### config.mk
export PLATFORM = sky130hd
export DESIGN_NAME = bb_sgpio_tx
export DESIGN_NICKNAME = d
export VERILOG_FILES = /design/src/rtl/bb_sgpio_tx.sv
export SDC_FILE = /design/constraint.sdc
export NUM_CORES = 1
export LEC_CHECK = 0
export ABC_AREA = 1
export ABC_CLOCK_PERIOD_IN_PS = 5700
export BUFFER_PORTS_ARGS = -buffer_cell sky130_fd_sc_hd__buf_4
export CORE_MARGIN = 8
export CORE_UTILIZATION = 61
export DETAILED_ROUTE_END_ITERATION = 16
export PLACE_DENSITY_LB_ADDON = 0.25
export SETUP_SLACK_MARGIN = 0.2
export SLEW_MARGIN = 20
export SYNTH_ARGS = -nofsm -noshare
export SYNTH_HDL_FRONTEND = slang
export SYNTH_SLANG_ARGS = --single-unit
### constraint.sdc
create_clock -name SYSCLK -period 5.7 [get_ports SYSCLK]
set_input_delay 0.285 -clock SYSCLK [delete_from_list [all_inputs] [get_ports SYSCLK]]
set_output_delay 0.285 -clock SYSCLK [all_outputs]
set_load 0.02 [all_outputs]
### src/rtl/bb_sgpio_tx.sv
// -----------------------------------------------------------------------------
// bb_sgpio_tx
// SGPIO initiator for the baseboard/backplane link. Each frame sends a one
// bit-time load marker and then ACT/LOC/FAIL for every drive. While the frame
// is sent, the returned SGPIO_DIN stream is captured. Only complete input
// frames are published, and FRAME_DONE pulses for one cycle when they are.
//
// Ports
//   SYSCLK         system clock
//   RESET          synchronous active-high reset (aborts any frame)
//   ENABLE         1: run frames back to back, 0: abort and idle
//   DRV_ACT        per-drive activity (inverted before transmit when ACT_INV=1)
//   DRV_LOC        per-drive locate request
//   DRV_FAIL       per-drive fail request
//   FAIL_BLINK     per-drive: FAIL bit gated by the blink phase
//   SGPIO_DIN      serial input from the backplane, sampled on SCK rise
//   SGPIO_CK       SGPIO clock, period 2*CLK_DIV SYSCLK cycles
//   SGPIO_LD       load / frame-start marker
//   SGPIO_DATA     serial output, updated on SCK fall
//   SGPIO_IN_DATA  last complete input frame, bit 3*i+k = drive i, slot k
//   FRAME_DONE     one-cycle pulse when SGPIO_IN_DATA updates
// -----------------------------------------------------------------------------
module bb_sgpio_tx #(
    parameter int HDD_NUM      = 36,
    parameter int CLK_DIV      = 250,
    parameter int BLINK_FRAMES = 8,
    parameter int ACT_INV      = 1
) (
    input  logic                   SYSCLK,
    input  logic                   RESET,
    input  logic                   ENABLE,
    input  logic [HDD_NUM-1:0]     DRV_ACT,
    input  logic [HDD_NUM-1:0]     DRV_LOC,
    input  logic [HDD_NUM-1:0]     DRV_FAIL,
    input  logic [HDD_NUM-1:0]     FAIL_BLINK,
    input  logic                   SGPIO_DIN,
    output logic                   SGPIO_CK,
    output logic                   SGPIO_LD,
    output logic                   SGPIO_DATA,
    output logic [3*HDD_NUM-1:0]   SGPIO_IN_DATA,
    output logic                   FRAME_DONE
);
    localparam int NBITS = 3 * HDD_NUM;
    localparam int BW    = $clog2(NBITS);
    localparam int CW    = $clog2(CLK_DIV);
    localparam int FW    = (BLINK_FRAMES > 1) ? $clog2(BLINK_FRAMES) : 1;

    localparam logic [BW-1:0] LAST_BIT = BW'(NBITS - 1);
    localparam logic [CW-1:0] CNT_MAX  = CW'(CLK_DIV - 1);
    localparam logic [FW-1:0] FRM_MAX  = FW'(BLINK_FRAMES - 1);

    typedef enum logic [1:0] {
        ST_IDLE  = 2'd0,
        ST_LOAD  = 2'd1,
        ST_SHIFT = 2'd2
    } state_t;

    state_t              state_q, state_d;
    logic [CW-1:0]       cnt_q, cnt_d;
    logic                sck_q, sck_d;
    logic                ld_q, ld_d;
    logic                data_q, data_d;
    logic [BW-1:0]       bitcnt_q, bitcnt_d;
    logic [HDD_NUM-1:0]  act_q, act_d, loc_q, loc_d, fail_q, fail_d, blink_q, blink_d;
    logic [NBITS-1:0]    cap_q, cap_d;
    logic [NBITS-1:0]    in_data_q, in_data_d;
    logic                done_q, done_d;
    logic [FW-1:0]       frm_q, frm_d;
    logic                phase_q, phase_d;

    logic                rise_s, fall_s, last_s, take_snap_s;
    logic [BW-1:0]       next_bit_s;
    logic [NBITS-1:0]    tx_vec_s;
    logic [NBITS-1:0]    cap_next_s;
    logic [HDD_NUM-1:0]  act_pol_s;

    assign act_pol_s  = (ACT_INV != 0) ? ~DRV_ACT : DRV_ACT;
    assign rise_s     = (cnt_q == CNT_MAX) && !sck_q;
    assign fall_s     = (cnt_q == CNT_MAX) && sck_q;
    assign last_s     = (bitcnt_q == LAST_BIT);
    assign next_bit_s = bitcnt_q + BW'(1);

    // Transmit vector built from the frame snapshot; blink phase is stable within a frame.
    for (genvar i = 0; i < HDD_NUM; i++) begin : g_tx
        assign tx_vec_s[3*i]   = act_q[i];
        assign tx_vec_s[3*i+1] = loc_q[i];
        assign tx_vec_s[3*i+2] = fail_q[i] & (~blink_q[i] | phase_q);
    end

    // Next-state logic: divider, frame sequencer, input capture and blink counter.
    always_comb begin
        state_d     = state_q;
        ld_d        = ld_q;
        data_d      = data_q;
        bitcnt_d    = bitcnt_q;
        act_d       = act_q;
        loc_d       = loc_q;
        fail_d      = fail_q;
        blink_d     = blink_q;
        cap_d       = cap_q;
        in_data_d   = in_data_q;
        done_d      = 1'b0;
        frm_d       = frm_q;
        phase_d     = phase_q;
        take_snap_s = 1'b0;
        cap_next_s  = cap_q;
        cap_next_s[bitcnt_q] = SGPIO_DIN;

        if (cnt_q == CNT_MAX) begin
            cnt_d = '0;
            sck_d = ~sck_q;
        end else begin
            cnt_d = cnt_q + CW'(1);
            sck_d = sck_q;
        end

        case (state_q)
            ST_IDLE: begin
                if (fall_s) begin
                    take_snap_s = 1'b1;
                    ld_d        = 1'b1;
                    data_d      = 1'b0;
                    state_d     = ST_LOAD;
                end else begin
                    state_d = ST_IDLE;
                end
            end
            ST_LOAD: begin
                if (fall_s) begin
                    ld_d     = 1'b0;
                    data_d   = tx_vec_s[0];
                    bitcnt_d = '0;
                    state_d  = ST_SHIFT;
                end else begin
                    state_d = ST_LOAD;
                end
            end
            ST_SHIFT: begin
                if (rise_s) begin
                    cap_d = cap_next_s;
                    // The last bit completes the input frame: publish including this bit.
                    if (last_s) begin
                        in_data_d = cap_next_s;
                        done_d    = 1'b1;
                    end else begin
                        done_d = 1'b0;
                    end
                end else if (fall_s) begin
                    if (!last_s) begin
                        bitcnt_d = next_bit_s;
                        data_d   = tx_vec_s[next_bit_s];
                    end else begin
                        take_snap_s = 1'b1;
                        ld_d        = 1'b1;
                        data_d      = 1'b0;
                        state_d     = ST_LOAD;
                        if (frm_q == FRM_MAX) begin
                            frm_d   = '0;
                            phase_d = ~phase_q;
                        end else begin
                            frm_d = frm_q + FW'(1);
                        end
                    end
                end else begin
                    state_d = ST_SHIFT;
                end
            end
            default: begin
                state_d = ST_IDLE;
            end
        endcase

        // Inputs are latched only at frame boundaries so mid-frame changes wait a frame.
        if (take_snap_s) begin
            act_d   = act_pol_s;
            loc_d   = DRV_LOC;
            fail_d  = DRV_FAIL;
            blink_d = FAIL_BLINK;
        end else begin
            act_d   = act_q;
        end
    end

    // State registers; ENABLE low aborts like reset but keeps published data and blink state.
    always_ff @(posedge SYSCLK) begin
        if (RESET) begin
            state_q   <= ST_IDLE;
            cnt_q     <= '0;
            sck_q     <= 1'b0;
            ld_q      <= 1'b0;
            data_q    <= 1'b0;
            bitcnt_q  <= '0;
            act_q     <= '0;
            loc_q     <= '0;
            fail_q    <= '0;
            blink_q   <= '0;
            cap_q     <= '0;
            in_data_q <= '0;
            done_q    <= 1'b0;
            frm_q     <= '0;
            phase_q   <= 1'b1;
        end else if (!ENABLE) begin
            state_q   <= ST_IDLE;
            cnt_q     <= '0;
            sck_q     <= 1'b0;
            ld_q      <= 1'b0;
            data_q    <= 1'b0;
            bitcnt_q  <= '0;
            cap_q     <= '0;
            done_q    <= 1'b0;
        end else begin
            state_q   <= state_d;
            cnt_q     <= cnt_d;
            sck_q     <= sck_d;
            ld_q      <= ld_d;
            data_q    <= data_d;
            bitcnt_q  <= bitcnt_d;
            act_q     <= act_d;
            loc_q     <= loc_d;
            fail_q    <= fail_d;
            blink_q   <= blink_d;
            cap_q     <= cap_d;
            in_data_q <= in_data_d;
            done_q    <= done_d;
            frm_q     <= frm_d;
            phase_q   <= phase_d;
        end
    end

    assign SGPIO_CK      = sck_q;
    assign SGPIO_LD      = ld_q;
    assign SGPIO_DATA    = data_q;
    assign SGPIO_IN_DATA = in_data_q;
    assign FRAME_DONE    = done_q;

endmodule

Word-level counts from Yosys, hierarchy flattened
Cells that the tools add are included.
Storage, ports and cells
  memories: 0
  bits in writable memories: 0
  bits of input ports: 148
  bits in latches: 0
  ROM bits: 0
  word-level logic and storage cells: 199
  output and inout bits: 112
  flip-flop bits (word level): 385
Operators by class
  order comparisons: 3
  muxes and demuxes: 33
  divide/modulo/power cells: 0
  eq/ne operators: 12
  bitwise gates (word level): 114
  add/subtract/negate cells: 3
  reductions and logical operators: 19
  shifts and indexed selects: 0
  $mul: 0
Operators with widths (number)
  bitwise mux 108 bit: 1
  NOT 1 bit: 41
  bitwise AND 1 bit: 36
  NOT 36 bit: 1
  bitwise OR 1 bit: 36
  2-to-1 mux 7 bit: 4
  < comparator 7 x 8 -> 1 bit, second input constant: 2
  2-to-1 mux 1 bit: 16
  AND reduction 5 bit: 3
  case mux 7 bit (2 select lines): 1
  != test 2 bit, second input constant: 6
  AND reduction 6 bit: 2
  adder 8 x 1 -> 8 bit, second input constant: 1
  equality test 8 bit, second input constant: 1
  2-to-1 mux 2 bit: 4
  adder 7 x 1 -> 7 bit, second input constant: 1
  binary-select mux 1 bit (select 7 bit): 1
  demux 1 bit (select 7 bit): 1
  equality test 7 bit, second input constant: 1
  greater-or-equal comparator 7 x 1 -> 1 bit, second input constant: 1
  case mux 1 bit (3 select lines): 2
  case mux 2 bit (3 select lines): 1
  AND reduction 2 bit: 3
  AND reduction 4 bit: 1
  other kinds (15): 17

Longest topological paths before layout
  word-level depth: 9
  mapped depth: 16
  mapped depth without buffers: 15

Worst setup path before layout
Ideal clock, no wire load.
  path kind: flip-flop to flip-flop
  start: register bitcnt_q[3]
  end: register fail_q[34]
  buffers on the path: 2
  data arrival time: 1950 ps
  path slack: 3603 ps
  cell stages (with the launch flop): 14
  library setup time: 148 ps
  cells stage by stage: dfxtp_1 -> inv_2 -> nor2_1 -> inv_2 -> nor3_4 -> nand3_2 -> nor2_4 -> nand2_2 -> nor2_4 -> inv_2 -> o21ai_4 -> buf_2 -> buf_4 -> a211oi_1
Between the ends
  longest elaborated chain between the ends: 6
RTL lines
  from (decl): RTL line 63  | logic [BW-1:0] bitcnt_q, bitcnt_d;
  from (signal assigned): RTL line 217  | bitcnt_q <= bitcnt_d;
  equality test 7 bit: RTL line 80  | assign last_s = (bitcnt_q == LAST_BIT);
  2-to-1 mux 1 bit: RTL line 149  | if (!last_s) begin
  2-to-1 mux 1 bit: RTL line 148  | end else if (fall_s) begin
  2-to-1 mux 1 bit: RTL line 139  | if (rise_s) begin
  case mux 1 bit (2 select lines): RTL line 117  | case (state_q)
  AND reduction 2 bit (no source line)
  to (signal assigned): RTL line 220  | fail_q <= fail_d;
  to (decl): RTL line 64  | logic [HDD_NUM-1:0] act_q, act_d, loc_q, loc_d, fail_q, fail_d, blink_q, blink_d;
No other way between the ends.
A chain may end at the register's enable or synchronous reset.

Worst setup path in the final report
  start: register bitcnt_q[3]
  end: register blink_q[30]
Between the ends
  longest elaborated chain between the ends: 6
RTL lines
  equality test 7 bit: RTL line 80
  2-to-1 mux 1 bit: RTL line 149
  2-to-1 mux 1 bit: RTL line 148
  2-to-1 mux 1 bit: RTL line 139
  case mux 1 bit (2 select lines): RTL line 117
  AND reduction 2 bit (no source line)
  to (signal assigned): RTL line 221  | blink_q <= blink_d;
  to (decl): RTL line 64
No other way between the ends.

==> results.tsv <==
stage	metric	value	unit
synth	Async S/R FF share, synth	0	
synth	Yosys top cell by area	dfxtp_1	
cells_and_area	# fillers	2047	
die	starting density of the core	0.615	
critical_path	crit path kind	flip-flop to flip-flop	
critical_path	largest stage delay on the critical path	0.56	ns
clock_network	clk root buf	clkbuf_16	
synth	Synth Net Count	2449	
die	die width	183	microns
timing	setup TNS	0	ns
clock_network	TritonCTS buffer count	40	
critical_path	Top Family by Delay on Critical Path	buffers and inverters	
power_and_ir_drop	LEAKAGE	0.00916	uW
global_route	first-pass GRT wire length	83.8	mm
clock_network	H-Tree Depth	2	
run_status	status	finished, final reports clean	
clock_network	clock transition at the registers of the reported paths	0.07	ns
global_route	overall routing resource usage	0.302	
clock_network	worst skew pair latency	0.54	ns
cells_and_area	nets	2668	
critical_path	most frequent cell on the critical path	inv_2	
timing	Tcrit/Tclk final	0.603	
synth	synth cell count leaders	nor2_1 (573), dfxtp_1 (385), o21ai_0 (210)	
clock_network	Clock Tree Buf Depth	3	
die	site row count	61	
critical_path	critical path required time	6.15	ns
synth	synthesized flop and latch total	385	
clock_network	CTS sink cnt	385	
min_path	Hold WC Path Type	input pin to flip-flop	
synth	EDFF count, synth	0	
synth	Mapped Avg Cell Area	7.42	sq um
placed_design	I/O Buffers	259	
critical_path	Bufs and invs on worst path	5	
cells_and_area	final core utilization	0.762	
die	Die Span Y	183	microns
routing	DR vias	16900	
synth	Synth Warn #	0	
critical_path	Slowest cell on crit path	buf_12	
placed_design	Final HPWL DP	32.3	mm
timing	fmax	0.291	GHz
cells_and_area	sequential cell area	0.00771	sq mm
synth	Mapped Area	0.0170	sq mm
routing	# DRC	0	
global_route	Remaining Overflow, GRT	0	
die	die area	0.0335	sq mm
timing	fin. max-slew vios	0	
synth	ys flop type	dfxtp_1	
routing	post-route ant nets	0	
cells_and_area	layout cells sized above 1	0.178	
critical_path	critical path startpoint category	flip-flop	
synth	post-synth top area share	0.453	
critical_path	Worst Path Max Fanout	182	
die	Placeable Area	0.0276	sq mm
power_and_ir_drop	IR drop worst, VDD	0.000210	V
routing	overall routed net length	52.4	mm
routing	Avg Vias per Cell	5.80	
synth	post-synthesis cell type count	35	
placed_design	Placer Congestion	0.872	
clock_network	Post-CTS Resized	0	
routing	WL/cell	17.9	microns
critical_path	critical path arrival	3.89	ns
synth	Seq/Total Area, Yosys	0.453	
routing	DRT Pass-1 Iters	7	
synth	largest cells by area after synthesis	dfxtp_1 (45%), nor2_1 (13%), o21ai_0 (6.2%), a21oi_1 (5.4%), a211oi_2 (5.2%)	
placed_design	Area after DPL	0.0189	sq mm
synth	Gate Count Post-Synth	2292	
timing	RSZ-0062 raised after global routing	no	
critical_path	Setup crit end kind	flip-flop	
global_route	initial antenna violation count	1	
timing	Worst-Margin Slew	1.14	ns
timing	final setup violation count	0	
cells_and_area	fin area	0.0211	sq mm
global_route	largest net degree at the start of global routing	183	
critical_path	critical path, cell by cell	inv_2 -> nor2_1 -> inv_2 -> nor3_4 -> nand3_2 -> nor2_4 -> nand2_2 -> nor2_4 -> inv_2 -> o21ai_4 -> buf_4 -> buf_12 -> nor2_1 -> a211oi_1	
cells_and_area	Multi-input gate area	0.00792	sq mm
timing	Final Hold Vio Count	0	
cells_and_area	synthesis-to-layout area growth	23.9	%
synth	most common cell in the synthesized netlist	nor2_1	
global_route	vias in the first global route	16100	
clock_network	CTS tree	done	
run	# Max-Cap Violations	0	
routing	initial drt markers	1930	
timing	Max-slew headroom	0.235	
timing	crit path time final	3.44	ns
timing	clock skew	0.0171	ns
power_and_ir_drop	Pwr Density	273	mW/mm^2
die	io pins	260	
## routing by layer
layer | up-vias | share of wire | GRT usage
met2 | 870 | 0.45 | 0.473
met3 | 115 | 0.090 | 0.0485
met5 | - | 0 | 0
met4 | 0 | 0.033 | 0.114
li1 | 8114 | - | -
met1 | 7835 | 0.43 | 0.415
## worst paths after layout
| kind | start | end | slack (ns) | cells after the start |
|---|---|---|---|---|
| worst max-delay path | bitcnt_q[3]$_SDFFE_PP0P_ | blink_q[30]$_SDFFE_PP0P_ | 2.26 | 14 |
| worst min-delay path | DRV_FAIL[11] | fail_q[11]$_SDFFE_PP0P_ | 0.01 | 3 |
| worst max register to register | bitcnt_q[3]$_SDFFE_PP0P_ | blink_q[30]$_SDFFE_PP0P_ | 2.26 | 14 |
| worst min register to register | cap_q[40]$_SDFFE_PP0P_ | cap_q[40]$_SDFFE_PP0P_ | 0.47 | 2 |
## cells in the final DEF, fill, tap and decap left out, types with 2 or more instances in the layout
cell type	Yosys	final
nor2_1	573	568
dfxtp_1	385	384
buf_4	10	281
o21ai_0	210	210
nand2_1	206	206
a21oi_1	182	182
inv_1	157	154
a31oi_1	107	107
nand3_1	101	101
dlygate4sd3_1	0	75
a211oi_1	74	74
a211oi_2	71	71
clkbuf_16	0	42
clkinv_2	0	10
clkbuf_8	0	10
ha_1	9	9
inv_2	6	7
nor3_1	8	6
bufinv_16	0	6
nor2_4	2	5
nor3_4	1	5
nor2_2	1	3
nor3_2	4	2
xor2_1	2	2
clkinvlp_4	0	2
## cells by family after synthesis
| family | synth area share |
|---|---|
| AND/OR/NAND/NOR | 0.211 |
| adder cells (fa/ha/maj) | 0.00662 |
| flip-flops | 0.453 |
| XOR/XNOR | 0.00155 |
| buffers and inverters | 0.0846 |
| AO/OA/AOI/OAI | 0.243 |
## cell type report
cell class,instances,area share
diodes,1,0.000119
clock buffers,53,0.0566
clock inverters,18,0.0124
inverters,164,0.0293
multi-input cells,1562,0.376
flip-flops and latches,385,0.366
well taps,378,0.0225
repair buffers,358,0.137
## where the power goes
part / internal (uW) / total, uW / leakage [uW] / switching (uW)
clock network: 1740 / 2840 / 0.000718 / 1100
registers: 2690 / 2690 / 0.00310 / 0.663
logic: 111 / 220 / 0.00534 / 110
## worst reg2reg max path, delay by kind of cell, from the launching register on
kind,cells,cell delay (ns)
simple gates,7,1.38
flops,1,0.41
buf+inv,5,1.30
compound gates,2,0.26
## registers in the layout (all words and copies together), names as in the netlist
register,flops
frm_q,3
act_q,36
SGPIO_DATA,1
loc_q,36
bitcnt_q,7
fail_q,36
SGPIO_IN_DATA,108
state_q,2
SGPIO_CK,1
cnt_q,8
cap_q,108
blink_q,36
SGPIO_LD,1
phase_q,1
FRAME_DONE,1
## what timing repair did
| action | 4_1_cts | 5_1_grt |
|---|---|---|
| setup buffers | 0 | 0 |
| hold endpoints to repair | 75 | 0 |
| hold buffers | 75 | 0 |
## through the flow
| step | setup WS [ns] | hold WS [ns] | power [uW] | cells |
|---|---|---|---|---|
| final | 2.26 | 0.0115 | 5750 | 2919 |
| after detailed placement | 2.38 | 0.458 | 2930 | 2772 |
| after CTS | 2.32 | 0.000336 | 5760 | 2918 |
| after global routing | 1.95 | 0.00559 | 5900 | 2919 |
| after floorplan | 3.60 | 0.382 | 2820 | 2292 |
| after global placement | 2.41 | 0.447 | 2920 | 2772 |
Power figures use the tool's default switching activity.
